File: src/rtl/branch_target_pkg.sv
// Shared constants, FSM states and record-field positions for the branch-target loader.
// Holds no logic, so it adds no latency and applies no backpressure.
package branch_target_pkg;

  localparam int ADDR_W = 5;
  localparam int DATA_W = 16;
  localparam int DEPTH  = 1 << ADDR_W;

  // Layout of the first record byte: {last, rsvd[1:0], addr[4:0]}
  localparam int LAST_BIT = 7;
  localparam int RSVD_HI  = 6;
  localparam int RSVD_LO  = 5;

  typedef enum logic [2:0] {
    IDLE,
    ADDR,
    HI,
    LO,
    DONE,
    ERR
  } loader_state_t;

endpackage

File: src/rtl/branch_target_if.sv
// Byte-stream handshake plus the fetch-side pointer/target read port.
// Wiring only: the slave drives InReady and Target, and the master drives everything else.
interface branch_target_if;
  import branch_target_pkg::*;

  logic [7:0]        InData;
  logic              InValid;
  logic              InReady;
  logic [ADDR_W-1:0] Addr;
  logic [DATA_W-1:0] Target;

  modport master (output InData, InValid, Addr, input InReady, Target);
  modport slave  (input InData, InValid, Addr, output InReady, Target);

endinterface

File: src/rtl/branch_target_loader_regfile.sv
// DEPTH x DATA_W target table: write takes effect at the clock edge, read is combinational.
// A read of the entry being written returns the old value until after that edge. No backpressure.
module target_regfile
  import branch_target_pkg::*;
(
  input  logic              clk_i,
  input  logic              rst_i,
  input  logic              we_i,
  input  logic [ADDR_W-1:0] waddr_i,
  input  logic [DATA_W-1:0] wdata_i,
  input  logic [ADDR_W-1:0] raddr_i,
  output logic [DATA_W-1:0] rdata_o
);

  logic [DATA_W-1:0] mem_q [DEPTH];

  always_ff @(posedge clk_i) begin
    if (rst_i) begin
      for (int i = 0; i < DEPTH; i++) mem_q[i] <= '0;
    end else if (we_i) begin
      mem_q[waddr_i] <= wdata_i;
    end
  end

  assign rdata_o = mem_q[raddr_i];

endmodule

File: src/rtl/branch_target_loader.sv
// Loads 3-byte (addr, target) records into the target table; each write commits at the edge that accepts the low byte.
// InReady depends on state only: it is high in ADDR, HI and LO, and low in every other state.
module branch_target_loader
  import branch_target_pkg::*;
#(
  parameter int TIMEOUT = 255
) (
  input  logic              Clk,
  input  logic              Reset,
  input  logic              Start,
  branch_target_if.slave    bus,
  output logic              Busy,
  output logic              Done,
  output logic              Error,
  output logic [ADDR_W:0]   Count
);

  localparam int               TMO_W   = $clog2(TIMEOUT + 1);
  localparam logic [TMO_W-1:0] TMO_LIM = TMO_W'(TIMEOUT);
  localparam logic [ADDR_W:0]  CNT_MAX = (ADDR_W + 1)'(DEPTH);

  loader_state_t     state_q, state_d;
  logic [ADDR_W-1:0] waddr_q, waddr_d;
  logic              last_q, last_d;
  logic [7:0]        hi_q, hi_d;
  logic [ADDR_W:0]   cnt_q, cnt_d;
  logic [TMO_W-1:0]  tmo_q, tmo_d;
  logic              xfer;
  logic              we;
  logic [DATA_W-1:0] target;

  assign bus.InReady = (state_q == ADDR) || (state_q == HI) || (state_q == LO);
  assign xfer        = bus.InValid && bus.InReady;

  always_ff @(posedge Clk) begin
    if (Reset) begin
      state_q <= IDLE;
      waddr_q <= '0;
      last_q  <= 1'b0;
      hi_q    <= '0;
      cnt_q   <= '0;
      tmo_q   <= '0;
    end else begin
      state_q <= state_d;
      waddr_q <= waddr_d;
      last_q  <= last_d;
      hi_q    <= hi_d;
      cnt_q   <= cnt_d;
      tmo_q   <= tmo_d;
    end
  end

  always_comb begin
    state_d = state_q;
    waddr_d = waddr_q;
    last_d  = last_q;
    hi_d    = hi_q;
    cnt_d   = cnt_q;
    tmo_d   = tmo_q;
    we      = 1'b0;
    case (state_q)
      IDLE, DONE, ERR: begin
        if (Start) begin
          state_d = ADDR;
          cnt_d   = '0;
          tmo_d   = '0;
        end
      end
      ADDR: begin
        if (xfer) begin
          if (|bus.InData[RSVD_HI:RSVD_LO]) begin
            state_d = ERR;
          end else begin
            waddr_d = bus.InData[ADDR_W-1:0];
            last_d  = bus.InData[LAST_BIT];
            tmo_d   = '0;
            state_d = HI;
          end
        end
      end
      HI, LO: begin
        if (xfer) begin
          tmo_d = '0;
          if (state_q == HI) begin
            hi_d    = bus.InData;
            state_d = LO;
          end else begin
            we      = 1'b1;
            cnt_d   = (cnt_q == CNT_MAX) ? cnt_q : cnt_q + 1'b1;
            state_d = last_q ? DONE : ADDR;
          end
        end else begin
          // Only a stall inside a record counts toward the timeout.
          tmo_d = tmo_q + 1'b1;
          if (tmo_d == TMO_LIM) state_d = ERR;
        end
      end
      default: state_d = IDLE;
    endcase
  end

  target_regfile u_regfile (
    .clk_i   (Clk),
    .rst_i   (Reset),
    .we_i    (we),
    .waddr_i (waddr_q),
    .wdata_i ({hi_q, bus.InData}),
    .raddr_i (bus.Addr),
    .rdata_o (target)
  );

  assign bus.Target = target;
  assign Busy       = bus.InReady;
  assign Done       = (state_q == DONE);
  assign Error      = (state_q == ERR);
  assign Count      = cnt_q;

endmodule

File: src/flat_wrapper.sv
// flat-port wrapper written by rule: the top's interface ports become plain ports
module branch_target_loader_flat import branch_target_pkg::*;
#(
  parameter int TIMEOUT = 255
)
  (Clk, Reset, Start, Busy, Done, Error, Count, bus_InData, bus_InValid, bus_Addr, bus_InReady, bus_Target);
  branch_target_if bus_i ();
  input  logic Clk;
  input  logic Reset;
  input  logic Start;
  output logic Busy;
  output logic Done;
  output logic Error;
  output logic [ADDR_W:0] Count;
  input wire logic [$bits(bus_i.InData)-1:0] bus_InData;
  input wire logic [$bits(bus_i.InValid)-1:0] bus_InValid;
  input wire logic [$bits(bus_i.Addr)-1:0] bus_Addr;
  output wire logic [$bits(bus_i.InReady)-1:0] bus_InReady;
  output wire logic [$bits(bus_i.Target)-1:0] bus_Target;
  assign bus_i.InData = bus_InData;
  assign bus_i.InValid = bus_InValid;
  assign bus_i.Addr = bus_Addr;
  assign bus_InReady = bus_i.InReady;
  assign bus_Target = bus_i.Target;
  branch_target_loader #(.TIMEOUT(TIMEOUT)) u_core (.Clk(Clk), .Reset(Reset), .Start(Start), .bus(bus_i), .Busy(Busy), .Done(Done), .Error(Error), .Count(Count));
endmodule
File: config.mk
export PLATFORM = sky130hd
export DESIGN_NAME = branch_target_loader_flat
export DESIGN_NICKNAME = d
export VERILOG_FILES = /design/src/rtl/branch_target_pkg.sv /design/src/rtl/branch_target_if.sv /design/src/rtl/branch_target_loader_regfile.sv /design/src/rtl/branch_target_loader.sv /design/src/flat_wrapper.sv
export SDC_FILE = /design/constraint.sdc
export NUM_CORES = 1
export LEC_CHECK = 0
export ABC_AREA = 1
export CORE_UTILIZATION = 40
export DETAILED_ROUTE_END_ITERATION = 16
export PLACE_DENSITY = 0.61
export SYNTH_ARGS = -nofsm -noshare
export SYNTH_HDL_FRONTEND = slang
export SYNTH_SLANG_ARGS = --single-unit
export TNS_END_PERCENT = 5
File: constraint.sdc
create_clock -name Clk -period 3.1 [get_ports Clk]
set_input_delay 0.775 -clock Clk [delete_from_list [all_inputs] [get_ports Clk]]
set_output_delay 0.775 -clock Clk [all_outputs]
set_load 0.03 [all_outputs]
# After elaboration in Yosys (flattened, before gate mapping)
# Memories as Yosys holds them, arrays and structs flattened.
# Cells that the tools add are included.
# totals
regBits	31
ramBits	512
in_bits	17
word_cells	68
memories	1
# classes
add_sub_neg	2
n_eq_ne	14
muxes	29
n_bitwise	1
reduce_logical	15
# mem_list
memory	depth	word_bits	rd	rd_clocked_by_memory_dff	write_ports	line	rtl
u_core.u_regfile.mem_q	32	16	1	0	32	branch_target_loader_regfile.sv:15	logic [DATA_W-1:0] mem_q [DEPTH];
# ops
operator	count
2-to-1 mux 8 bit	4
2-to-1 mux 6 bit	4
one-hot mux 8 bit (3 select lines)	1
2-to-1 mux 3 bit	7
2-to-1 mux 16 bit	1
OR reduction 16 bit	1
one-hot mux 6 bit (2 select lines)	1
2-to-1 mux 1 bit	9
one-hot mux 3 bit (3 select lines)	1
AND reduction 3 bit	3
adder 8 x 1 -> 8 bit (second input constant)	1
equality test 8 bit (second input constant)	1
inequality test 2 bit (second input constant)	4
adder 6 x 1 -> 6 bit (second input constant)	1
equality test 3 x 2 -> 1 bit (second input constant)	2
equality test 3 bit (second input constant)	2
equality test 6 bit (second input constant)	1
2-to-1 mux 5 bit	1
AND reduction 5 bit	1
inequality test 2 x 1 -> 1 bit (second input constant)	2
AND reduction 4 bit	1
OR reduction 2 bit	2
equality test 3 x 1 -> 1 bit (second input constant)	1
logical NOT 3 bit	1
7 further kinds	8

# Logic depth before layout (Yosys ltp)
# depth
ltp_word	11
depth_mapped	13

# Hierarchy
# Synthesis repeated with hierarchy kept, for this count alone.
# unflattened
cells_unflattened	2653
area_unflattened_um2	25085.3
# by_module_without_submodules
module	instances	cells_per_inst	area_each_um2	seq_area_each_um2
target_regfile	1	2423	23496.3	15374.7
branch_target_loader	1	230	1589.0	620.6

# Worst setup path before layout
# OpenSTA, ideal clock, no wires.
# synth_timing
kind	input-to-output
startpoint	input bus_Addr[0]
endpoint	output bus_Target[13]
arrival_time_ps	2069
required_time_ps	2325
setup_slack_ps	256
stages	9
path_cell_list	buf_2 buf_2 buf_1 o21ai_0 o221ai_1 nand3_1 nand2_1 nand2_1 nand2_1
# synth_between
elab_chain_len	1
# synth_rtl
element	line	rtl
start, declared	flat_wrapper.sv:17	input wire logic [$bits(bus_i.Addr)-1:0] bus_Addr;
memory read (32 x 16 bit)	--	
end, declared	flat_wrapper.sv:19	output wire logic [$bits(bus_i.Target)-1:0] bus_Target;
# Every way passes these cells.

# Worst setup path in the final report
# layout_timing
startpoint	input bus_Addr[3]
endpoint	output bus_Target[5]
# Same word-level chain as after synthesis.

==> impl_metrics.ini <==
[run_status]
run_status = complete, but fails checks
violations = negative setup slack

[cts]
clockBufferDepth = 3
cts_tree = done
ctsHoldBuffers = 0
insertion_delay_ns = 0.61
cts_num_sinks = 543
cts_made_buffers = 56
cts_max_level = 2
clkTransAtPathRegs_ns = 0.06
root_buffer = clkbuf_16

[die]
io_pins = 43
die_h_um = 251
initial_core_util = 0.407
rows = 90
core_sq_um = 60700
die-area_sq_um = 62800
die_w_um = 251

[layout]
drive_gt1_frac = 0.175
antenna_cells = 0
area_delta_synth_final_pct = 20.2
fin_area_sq_um = 29700
final_nets = 2478
fin_util = 0.489

[synth]
synth_nets = 2337
synth_area_sq_um = 24700
async_reset_ff_frac = 0
synth.avg_cell_area_sq_um = 10.7
synth_top_flop_cell = edfxtp_1
yosysSeqAreaShare = 0.647
synth_cell_types = 32
yosysWarnings = 0
synth_cells = 2316
ys_ff_latch = 543
synth_edf_count = 512

[timing]
fin_ws_ns = -0.0447
min_period_over_period = 1.01
final_hold_viol_count = 0
fmax_mhz = 318
slew_violations = 0
rsz0062_at_grt = yes
final-setup-viol-count = 8
worst_pin_slew_ns = 0.754
fin_crit_ns = 3.14
fin_skew_ns = 0.0171
relSlewSlack = 0.494

[setup_path]
path_cells = clkdlybuf4s50_1 > buf_4 > nand3_1 > nand2_1 > nand2_1 > nand2_2 > buf_12
crit_arrival_ns = 2.37
cp_max_fo = 32
cp-end-kind = primary output
cp_slowest_cell = clkdlybuf4s50_1
critPathMaxStageDelay_ns = 0.50
crit_top_cell = nand2_1
critPathKind = input pin to primary output
start_kind = input pin
reg2reg_setup_slack_ns = 1.00
critical_path_required_ns = 2.32

[placed_design]
gp_congestion = 0.860
port_buffers = 42
dp_hpwl_mm = 45.3
placed_area_sq_um = 27400

[route]
vias = 18500
drtPass1Iterations = 6
drtIter0Drc = 1851
routedWlPerCell_um = 22.5
ant_nets = 0
viasPerCell = 5.65
drcViolationCount = 0
wirelength_mm = 73.9

[global_routing]
grt_start_max_net_pins = 52
grt_pass1_vias = 17900
grt-ovfl-total = 0
antenna_found_initial = 0
grt_first_pass_wirelength_mm = 108
track_usage = 0.229

[flow_run]
max_cap_violations = 0

[pwr]
max-vdd-ir-drop_uv = 442
total_power_w = 0.0166
p_leak_nw = 10.9
power_density_nw_per_um2 = 558

[worst_hold_path]
hold_path.class = flip-flop to flip-flop
worst max-delay path, delay by kind of cell:
kind                   cells  cell delay (ns)
AND/OR/NAND/NOR            4             0.53
buffers and inverters      3             1.04
cell type report:
class	instances	area (sq um)
fill	5377	31000
clock inverter	34	299
sequential	543	16000
timing repair buffer	279	3090
clock buffer	65	1440
tap	782	978
multi-input combinational	1526	7680
inverter	51	209
cell usage after synthesis, types with 32 or more instances:
| cell type | instances | area [sq um] |
|---|---|---|
| nor2_1 | 745 | 2800 |
| nand2_1 | 156 | 586 |
| nand3_1 | 79 | 395 |
| inv_1 | 45 | 169 |
| edfxtp_1 | 512 | 15400 |
| o21ai_0 | 147 | 736 |
| buf_6 | 32 | 360 |
| o21bai_1 | 129 | 968 |
| o221ai_1 | 112 | 981 |
| clkbuf_1 | 148 | 556 |
| nand2_2 | 33 | 206 |
registers in the layout, summed over array words and instances (netlist names):
signal,flops
u_core.hi_q,8
u_core.last_q,1
u_core.waddr_q,5
u_core.state_q,3
u_core.Count,6
u_core.tmo_q,8
u_core.u_regfile.mem_q,512
kinds of logic (layout without fill, tap and decap cells):
group                    after synthesis  after routing  synth area share
adder cells (fa/ha/maj)                4              4           0.00203
XOR/XNOR                               3              3           0.00106
AND/OR/NAND/NOR                     1066           1066             0.176
buffers and inverters                247            429            0.0476
AO/OA/AOI/OAI                        453            453             0.126
flip-flops                           543            543             0.647
through the flow:
step | cells | TNS [ns] | hold slack [ns] | worst slack [ns]
final | 3280 | -0.201 | 0.494 | -0.0447
after global routing | 3280 | -0.973 | 0.526 | -0.0984
after CTS | 3270 | -0.170 | 0.493 | -0.0453
after detailed placement | 3168 | -1.57 | 0.485 | -0.226
after global placement | 3168 | -1.54 | 0.465 | -0.264
after floorplan | 2316 | 0 | 0.444 | 0.256
layer usage:
layer,vias up,global-route usage,share of wire
met5,-,0,0
met4,0,0.0801,0.033
met3,140,0.0393,0.087
met2,803,0.380,0.48
met1,9169,0.304,0.40
li1,8407,-,-
final timing paths:
check                                                 to                      startpoint  depth (start not counted)
max                                        bus_Target[5]                     bus_Addr[3]                          7
min                         u_core.tmo_q[7]$_SDFFE_PP0P_    u_core.tmo_q[7]$_SDFFE_PP0P_                          2
max reg2reg  u_core.u_regfile.mem_q[13][2]$_SDFFCE_PN0P_  u_core.state_q[1]$_SDFFE_PP0P_                          8
min reg2reg                 u_core.tmo_q[7]$_SDFFE_PP0P_    u_core.tmo_q[7]$_SDFFE_PP0P_                          2
cell usage in the layout, fill, tap and decap left out, drive strengths merged, types with 31 or more instances in the layout:
cell type  instances
edfxtp           512
nor2             776
buf              249
inv               50
clkbuf            71
nand2            189
nand3             80
dfxtp             31
o221ai           112
o21ai            147
o21bai           129
where the power goes:
group          total [W]  internal [W]  switching [W]
Combinational    0.00173      0.000648        0.00109
Clock            0.00651       0.00370        0.00281
Sequential       0.00832       0.00823      0.0000856
repair_timing:
action / in CTS / in global routing
gates resized for setup: 29 / 34
setup endpoints to repair: 16 / 16
setup buffers: 0 / 4
gates cloned: 3 / 6
pin swaps: 2 / 17
Note: power is estimated with default switching activity, not from simulation.
